===== src/rtl/krv_uart_pkg.sv =====
// Shared definitions for the krv_e UART receive path: FSM states, framing constants
// and the parity helper used when UART_RX_PARITY_EN is defined.
package krv_uart_pkg;

  typedef enum logic [2:0] {
    IDLE   = 3'd0,
    START  = 3'd1,
    DATA   = 3'd2,
    PARITY = 3'd3,
    STOP   = 3'd4
  } rx_state_e;

  localparam int OVERSAMPLE    = 16;
  localparam int MID_SAMPLE    = 8;
  localparam int MAX_DATA_BITS = 8;

  // 1 when data plus parity bit do not give the requested parity (even1 = 0 asks for odd).
  function automatic logic parity_mismatch(input logic [MAX_DATA_BITS-1:0] data,
                                           input logic par_bit,
                                           input logic even1);
    return (^data) ^ par_bit ^ ~even1;
  endfunction

endpackage


===== src/rtl/krv_uart_sync2.sv =====
// Two-flop synchroniser for the asynchronous UART_RX line; both stages reset to the
// idle-high level so a reset never looks like a start bit.
module krv_uart_sync2 (
  input  logic clk,
  input  logic rst,
  input  logic d,
  output logic q
);

  logic meta_q;
  logic sync_q;

  always_ff @(posedge clk) begin
    if (rst) begin
      meta_q <= 1'b1;
      sync_q <= 1'b1;
    end else begin
      meta_q <= d;
      sync_q <= meta_q;
    end
  end

  assign q = sync_q;

endmodule


===== src/rtl/krv_uart_rx.sv =====
// UART receiver: 16x oversampled deserialiser feeding a one-entry holding register.
// Parity support is compiled in only when UART_RX_PARITY_EN is defined.
module krv_uart_rx
  import krv_uart_pkg::*;
#(
  parameter int OVERSAMPLE = 16,
  parameter int MID_SAMPLE = 8
) (
  input  logic       ACLK,
  input  logic       ARESETn,
  input  logic       UART_RX,
  input  logic       rx_sample_pulse,
  input  logic       data_bits,
  input  logic       parity_en,
  input  logic       parity_odd0_even1,
  input  logic       rx_data_reg_rd,
  output logic [7:0] rx_data,
  output logic       rx_data_read_valid,
  output logic       rx_ready,
  output logic       parity_err,
  output logic       overflow,
  output logic [2:0] rx_state_dbg
);

  localparam int TW = $clog2(OVERSAMPLE);
  localparam logic [TW-1:0] TICK_LAST = TW'(OVERSAMPLE - 1);
  // The falling-edge tick is tick 0 and tick_q lags by one, so tick MID_SAMPLE sees MID_SAMPLE-1.
  localparam logic [TW-1:0] TICK_MID  = TW'(MID_SAMPLE - 1);

  logic rx_s;

  krv_uart_sync2 u_sync (
    .clk (ACLK),
    .rst (ARESETn),
    .d   (UART_RX),
    .q   (rx_s)
  );

  rx_state_e                state_q, state_d;
  logic [TW-1:0]            tick_q, tick_d;
  logic [2:0]               bit_cnt_q, bit_cnt_d;
  logic [MAX_DATA_BITS-1:0] shift_q, shift_d;
  logic                     line_prev_q, line_prev_d;
  logic                     cfg_8bit_q, cfg_8bit_d;
  logic [7:0]               data_q, data_d;
  logic                     ready_q, ready_d;
  logic                     perr_q, perr_d;
  logic                     ovf_q, ovf_d;
  logic                     valid_q, valid_d;
  logic                     commit;
  logic                     commit_perr;
  logic                     rd_ok;
  logic [2:0]               last_bit;

`ifdef UART_RX_PARITY_EN
  logic cfg_par_q, cfg_par_d;
  logic cfg_even_q, cfg_even_d;
  logic perr_frame_q, perr_frame_d;
  assign commit_perr = perr_frame_q;
`else
  logic unused_cfg;
  assign unused_cfg  = parity_en ^ parity_odd0_even1;
  assign commit_perr = 1'b0;
`endif

  assign last_bit = cfg_8bit_q ? 3'd7 : 3'd6;

  always_comb begin
    state_d     = state_q;
    tick_d      = tick_q;
    bit_cnt_d   = bit_cnt_q;
    shift_d     = shift_q;
    line_prev_d = line_prev_q;
    cfg_8bit_d  = cfg_8bit_q;
    commit      = 1'b0;
`ifdef UART_RX_PARITY_EN
    cfg_par_d    = cfg_par_q;
    cfg_even_d   = cfg_even_q;
    perr_frame_d = perr_frame_q;
`endif
    if (rx_sample_pulse) begin
      line_prev_d = rx_s;
      tick_d      = tick_q + TW'(1);
      case (state_q)
        IDLE: begin
          if (line_prev_q && !rx_s) begin
            state_d    = START;
            tick_d     = '0;
            bit_cnt_d  = '0;
            shift_d    = '0;
            cfg_8bit_d = data_bits;
`ifdef UART_RX_PARITY_EN
            cfg_par_d    = parity_en;
            cfg_even_d   = parity_odd0_even1;
            perr_frame_d = 1'b0;
`endif
          end
        end
        START: begin
          if (tick_q == TICK_MID) begin
            tick_d  = '0;
            state_d = rx_s ? IDLE : DATA;
          end
        end
        DATA: begin
          if (tick_q == TICK_LAST) begin
            tick_d             = '0;
            shift_d[bit_cnt_q] = rx_s;
            bit_cnt_d          = bit_cnt_q + 3'd1;
            if (bit_cnt_q == last_bit) begin
`ifdef UART_RX_PARITY_EN
              state_d = cfg_par_q ? PARITY : STOP;
`else
              state_d = STOP;
`endif
            end
          end
        end
`ifdef UART_RX_PARITY_EN
        PARITY: begin
          if (tick_q == TICK_LAST) begin
            tick_d       = '0;
            perr_frame_d = parity_mismatch(shift_q, rx_s, cfg_even_q);
            state_d      = STOP;
          end
        end
`endif
        STOP: begin
          if (tick_q == TICK_LAST) begin
            tick_d  = '0;
            commit  = rx_s;
            state_d = IDLE;
          end
        end
        default: state_d = IDLE;
      endcase
    end
  end

  // Read handshake: a strobe only counts while rx_ready is 1; it clears ready/parity/overflow
  // and answers with a one-cycle rx_data_read_valid. A commit in the same cycle wins for ready.
  always_comb begin
    rd_ok   = rx_data_reg_rd && ready_q;
    data_d  = data_q;
    ready_d = ready_q;
    perr_d  = perr_q;
    ovf_d   = ovf_q;
    valid_d = rd_ok;
    if (rd_ok) begin
      ready_d = 1'b0;
      perr_d  = 1'b0;
      ovf_d   = 1'b0;
    end
    if (commit) begin
      data_d  = shift_q;
      ready_d = 1'b1;
      perr_d  = commit_perr;
      if (ready_q && !rd_ok) ovf_d = 1'b1;
    end
  end

  always_ff @(posedge ACLK) begin
    if (ARESETn) begin
      state_q     <= IDLE;
      tick_q      <= '0;
      bit_cnt_q   <= '0;
      shift_q     <= '0;
      line_prev_q <= 1'b1;
      cfg_8bit_q  <= 1'b0;
      data_q      <= '0;
      ready_q     <= 1'b0;
      perr_q      <= 1'b0;
      ovf_q       <= 1'b0;
      valid_q     <= 1'b0;
`ifdef UART_RX_PARITY_EN
      cfg_par_q    <= 1'b0;
      cfg_even_q   <= 1'b0;
      perr_frame_q <= 1'b0;
`endif
    end else begin
      state_q     <= state_d;
      tick_q      <= tick_d;
      bit_cnt_q   <= bit_cnt_d;
      shift_q     <= shift_d;
      line_prev_q <= line_prev_d;
      cfg_8bit_q  <= cfg_8bit_d;
      data_q      <= data_d;
      ready_q     <= ready_d;
      perr_q      <= perr_d;
      ovf_q       <= ovf_d;
      valid_q     <= valid_d;
`ifdef UART_RX_PARITY_EN
      cfg_par_q    <= cfg_par_d;
      cfg_even_q   <= cfg_even_d;
      perr_frame_q <= perr_frame_d;
`endif
    end
  end

  assign rx_data            = data_q;
  assign rx_ready           = ready_q;
  assign parity_err         = perr_q;
  assign overflow           = ovf_q;
  assign rx_data_read_valid = valid_q;
  assign rx_state_dbg       = state_q;

endmodule


===== config.mk =====
export PLATFORM = sky130hd
export DESIGN_NAME = krv_uart_rx
export DESIGN_NICKNAME = d
export VERILOG_FILES = /design/src/rtl/krv_uart_pkg.sv /design/src/rtl/krv_uart_sync2.sv /design/src/rtl/krv_uart_rx.sv
export SDC_FILE = /design/constraint.sdc
export NUM_CORES = 1
export LEC_CHECK = 0
export CAP_MARGIN = 20
export CORE_MARGIN = 2
export CORE_UTILIZATION = 44
export DETAILED_ROUTE_END_ITERATION = 6
export DONT_BUFFER_PORTS = 1
export SLEW_MARGIN = 20
export SYNTH_ARGS = -nofsm -noshare
export SYNTH_HDL_FRONTEND = slang
export SYNTH_SLANG_ARGS = --single-unit

===== constraint.sdc =====
create_clock -name ACLK -period 1.85 [get_ports ACLK]
set_clock_uncertainty 0.2 [all_clocks]
set_input_delay 0.37 -clock ACLK [delete_from_list [all_inputs] [get_ports ACLK]]
set_output_delay 0.37 -clock ACLK [all_outputs]
set_load 0.1 [all_outputs]

==> results.sh <==
export IMPL_outcome="finished with violations"
export IMPL_failing_checks="hold timing"
export IMPL_clk_pin_slew_worst_paths_ps=100
export IMPL_timing_critical_path_arrival_ps=1860
export IMPL_die_h_um=61.4
export IMPL_power_switching_share=0.258
export IMPL_vias=1164
export IMPL_grt_usage=0.178
export IMPL_mappedNetlistNets=163
export IMPL_worst_slew_pin_slew_ps=555
export IMPL_comb_power_share=0.076
export IMPL_timing_critical_path_to_type="flop"
export IMPL_mappedNetlistArea_um2=1450
export IMPL_pwr_share_clk=0.327
export IMPL_grt_antenna_before_repair=0
export IMPL_crit_fanout=8
export IMPL_critical_setup_path_kind="flop to flop"
export IMPL_ys_top_cells_by_area="dfxtp_1 46%, mux2i_1 6.9%, nor2_1 5.4%, a21oi_1 2.8%, o211ai_1 2.6%"
export IMPL_wire_length_of_the_first_global_routing_pass_um=4890
export IMPL_post_route_worst_setup_slack_ps=14.0
export IMPL_power_report_internal_total_uw=903
export IMPL_cts_buffers=5
export IMPL_drc=0
export IMPL_die_width_um=61.4
export IMPL_tritoncts_num_sinks=33
export IMPL_critical_path_required_ps=1870
export IMPL_area_delta_synth_final_pct=28.3
export IMPL_cts_htree_levels=2
export IMPL_coreArea_um2=3100
export IMPL_async_reset_ff_frac=0
export IMPL_post_route_util=0.600
export IMPL_power_per_cell_area_nw_per_um2=654
export IMPL_fin_tns_setup_ps=0
export IMPL_use_met1=0.232
export IMPL_finalMaxSlewViolations=0
export IMPL_grt_start_max_net_pins=22
export IMPL_tritoncts="yes"
export IMPL_leakagePower_nw=0.677
export IMPL_finalWirelength_um=3040
export IMPL_port_buffers=0
export IMPL_synth_edff_count=0
export IMPL_synth_ff_latch_count=33
export IMPL_grt_setup_unrepaired="true"
export IMPL_ys_types=43
export IMPL_hp_class="input pin to flop"
export IMPL_drtPass1Iterations=4
export IMPL_use_met2=0.267
export IMPL_net_switching_power_uw=314
export IMPL_synth_top_flop_cell="dfxtp_1"
export IMPL_grt_most_used_layer="met2"
export IMPL_pre_cts_ws_ps=-7.95
export IMPL_crit_path_start_kind="flop"
export IMPL_synth_warning_count=0
export IMPL_setup_violations_final=0
export IMPL_slew_limit_headroom=0.629
export IMPL_die_area_um2=3770
export IMPL_layout_filler_cells=295
export IMPL_placement_rows=20
export IMPL_fin_hold_ws_ps=-26.6
export IMPL_max_vdd_ir_drop_v=0.000360
export IMPL_synthesized_area_divided_by_synthesized_cell_count_um2=9.48
export IMPL_post_drt_wl_per_cell_um=13.4
export IMPL_place_gp_congestion=0.760
export IMPL_maxCapViolCount=0
export IMPL_max_clock_freq_mhz=545
export IMPL_synthDominantAreaCellType="dfxtp_1"
export IMPL_yosysSeqAreaShare=0.456
export IMPL_overflow=0
export IMPL_post_route_cells_drive_above_1_share=0.295
export IMPL_cts_root_buf="clkbuf_4"
export IMPL_layout_worst_path_cycle_share=0.992
export IMPL_floorplan_initialDensity=0.467
export IMPL_number_of_hold_violations_in_the_final_report=1
export IMPL_clock_insertion_delay_worst_skew_ps=340
export IMPL_min_period_ps=1840
export IMPL_dp_hpwl_um=1950
export IMPL_first_global_vias=1106
export IMPL_cts_buffer_depth=2
export IMPL_final_nets=192
export IMPL_drtAntennaViolNets=0
export IMPL_detail_route_iter0_violations=41
export IMPL_power_mw=1.22
export IMPL_sequentialPowerShare=0.598
export IMPL_synth_top_area_share=0.456
export IMPL_viasPerCell=5.13
export IMPL_synth_instances=153
export IMPL_pin_count=23
export IMPL_ff2ff_setup_slack_ps=10
export IMPL_global_route_usage_met3=0.0462
export IMPL_antenna_cells=0
==> flip-flops by register name, summed over array words and instances (netlist names), named ones only <==
name / cells
rx_data: 8
shift_q: 8
tick_q: 4
bit_cnt_q: 3
rx_state_dbg: 3
cfg_8bit_q: 1
line_prev_q: 1
rx_data_read_valid: 1
rx_ready: 1
u_sync.meta_q: 1
u_sync.q: 1
==> timing repair <==
item,CTS,global route
endpoints found under the hold margin,19,14
resized for setup,3,10
endpoints found under the setup margin,9,19
pin swaps,1,2
gates cloned,1,0
setup buffers,0,2
hold buffers,6,1
==> cell families after synthesis <==
| family | synth area share |
|---|---|
| other | 0.00259 |
| and+or+nand+nor | 0.185 |
| muxes | 0.0690 |
| AOI/OAI and AO/OA | 0.185 |
| buffers and inverters | 0.0492 |
| DFF | 0.456 |
| xor gates and xnor gates | 0.0302 |
| adders and majority gates | 0.0242 |
==> worst max-delay path, cell delays in order (launching register included) <==
cell and delay, ps:
dfxtp_4 410, or3b_4 410, nor2_4 240, o21ai_4 110
o311ai_1 240, o41ai_1 110
==> layout make-up <==
cell class	instances	area, µm²	area share
clock inverters	3	16.3	0.00874
clock buffers	5	37.5	0.0202
multi-input cells	108	796	0.428
flip-flops and latches	33	674	0.362
repair buffers	33	278	0.149
well taps	44	55.1	0.0296
inverters	1	3.75	0.00202
==> placed cells by master, fill, tap and decap left out, types with 2 or more instances in the layout <==
cell / count
o31ai_1: 5
nor2_4: 2
nand2_1: 7
nand3_1: 2
nor2b_1: 2
o41ai_1: 2
nand4_1: 2
buf_4: 25
o21ai_0: 4
dfxtp_4: 3
mux2i_1: 10
or3_1: 2
o211ai_1: 5
dfxtp_1: 28
a21oi_1: 8
dfxtp_2: 2
xnor2_1: 2
nor2_1: 20
or2_2: 2
clkinv_2: 2
xor2_1: 3
nand2b_1: 2
nor3b_1: 2
dlygate4sd3_1: 7
clkbuf_4: 5
==> path summary, 6_finish.rpt <==
kind | from | end | cells after the start
worst max-delay path | rx_state_dbg[1] | shift_q[1] | 5
worst min-delay path | data_bits | cfg_8bit_q | 2
worst max register to register | rx_state_dbg[1] | shift_q[1] | 5
worst min register to register | shift_q[6] | shift_q[6] | 1
==> metal layers <==
metal	part of all wire	routed length, µm
met5	0	0
met3	0.041	125
met1	0.49	1490
met4	0.022	68
met2	0.45	1360
==> Yosys cell counts, types with 2 or more instances <==
| cell | instances |
|---|---|
| dfxtp_1 | 33 |
| nor2_1 | 21 |
| mux2i_1 | 10 |
| a21oi_1 | 8 |
| nand2_1 | 7 |
| o211ai_1 | 5 |
| o21ai_0 | 5 |
| o31ai_1 | 5 |
| clkbuf_1 | 4 |
| buf_2 | 3 |
| nand3_1 | 3 |
| o41ai_1 | 3 |
| or2_2 | 3 |
| xor2_1 | 3 |
| buf_4 | 2 |
| buf_6 | 2 |
| ha_1 | 2 |
| nand2b_1 | 2 |
| nand4_1 | 2 |
| nor2_4 | 2 |
| nor2b_1 | 2 |
| nor3b_1 | 2 |
| o311ai_1 | 2 |
| or3_1 | 2 |
| xnor2_1 | 2 |
==> metrics by stage <==
stage | cell area [µm²] | std cells
3_5_place_dp | 1670 | 209
5_1_grt | 1860 | 227
6_report | 1860 | 227
3_3_place_gp | 1670 | 209
4_1_cts | 1790 | 224
2_1_floorplan | 1490 | 153
==> power by group through the flow <==
stage / registers [mW] / logic [mW] / clock network (mW)
finish: 0.727 / 0.0920 / 0.398
global route: 0.729 / 0.100 / 0.438
CTS: 0.724 / 0.0824 / 0.413
detailed placement: 0.741 / 0.0741 / 0
global placement: 0.740 / 0.0720 / 0
floorplan: 0.745 / 0.0584 / 0
Power figures use the tool's default switching activity.
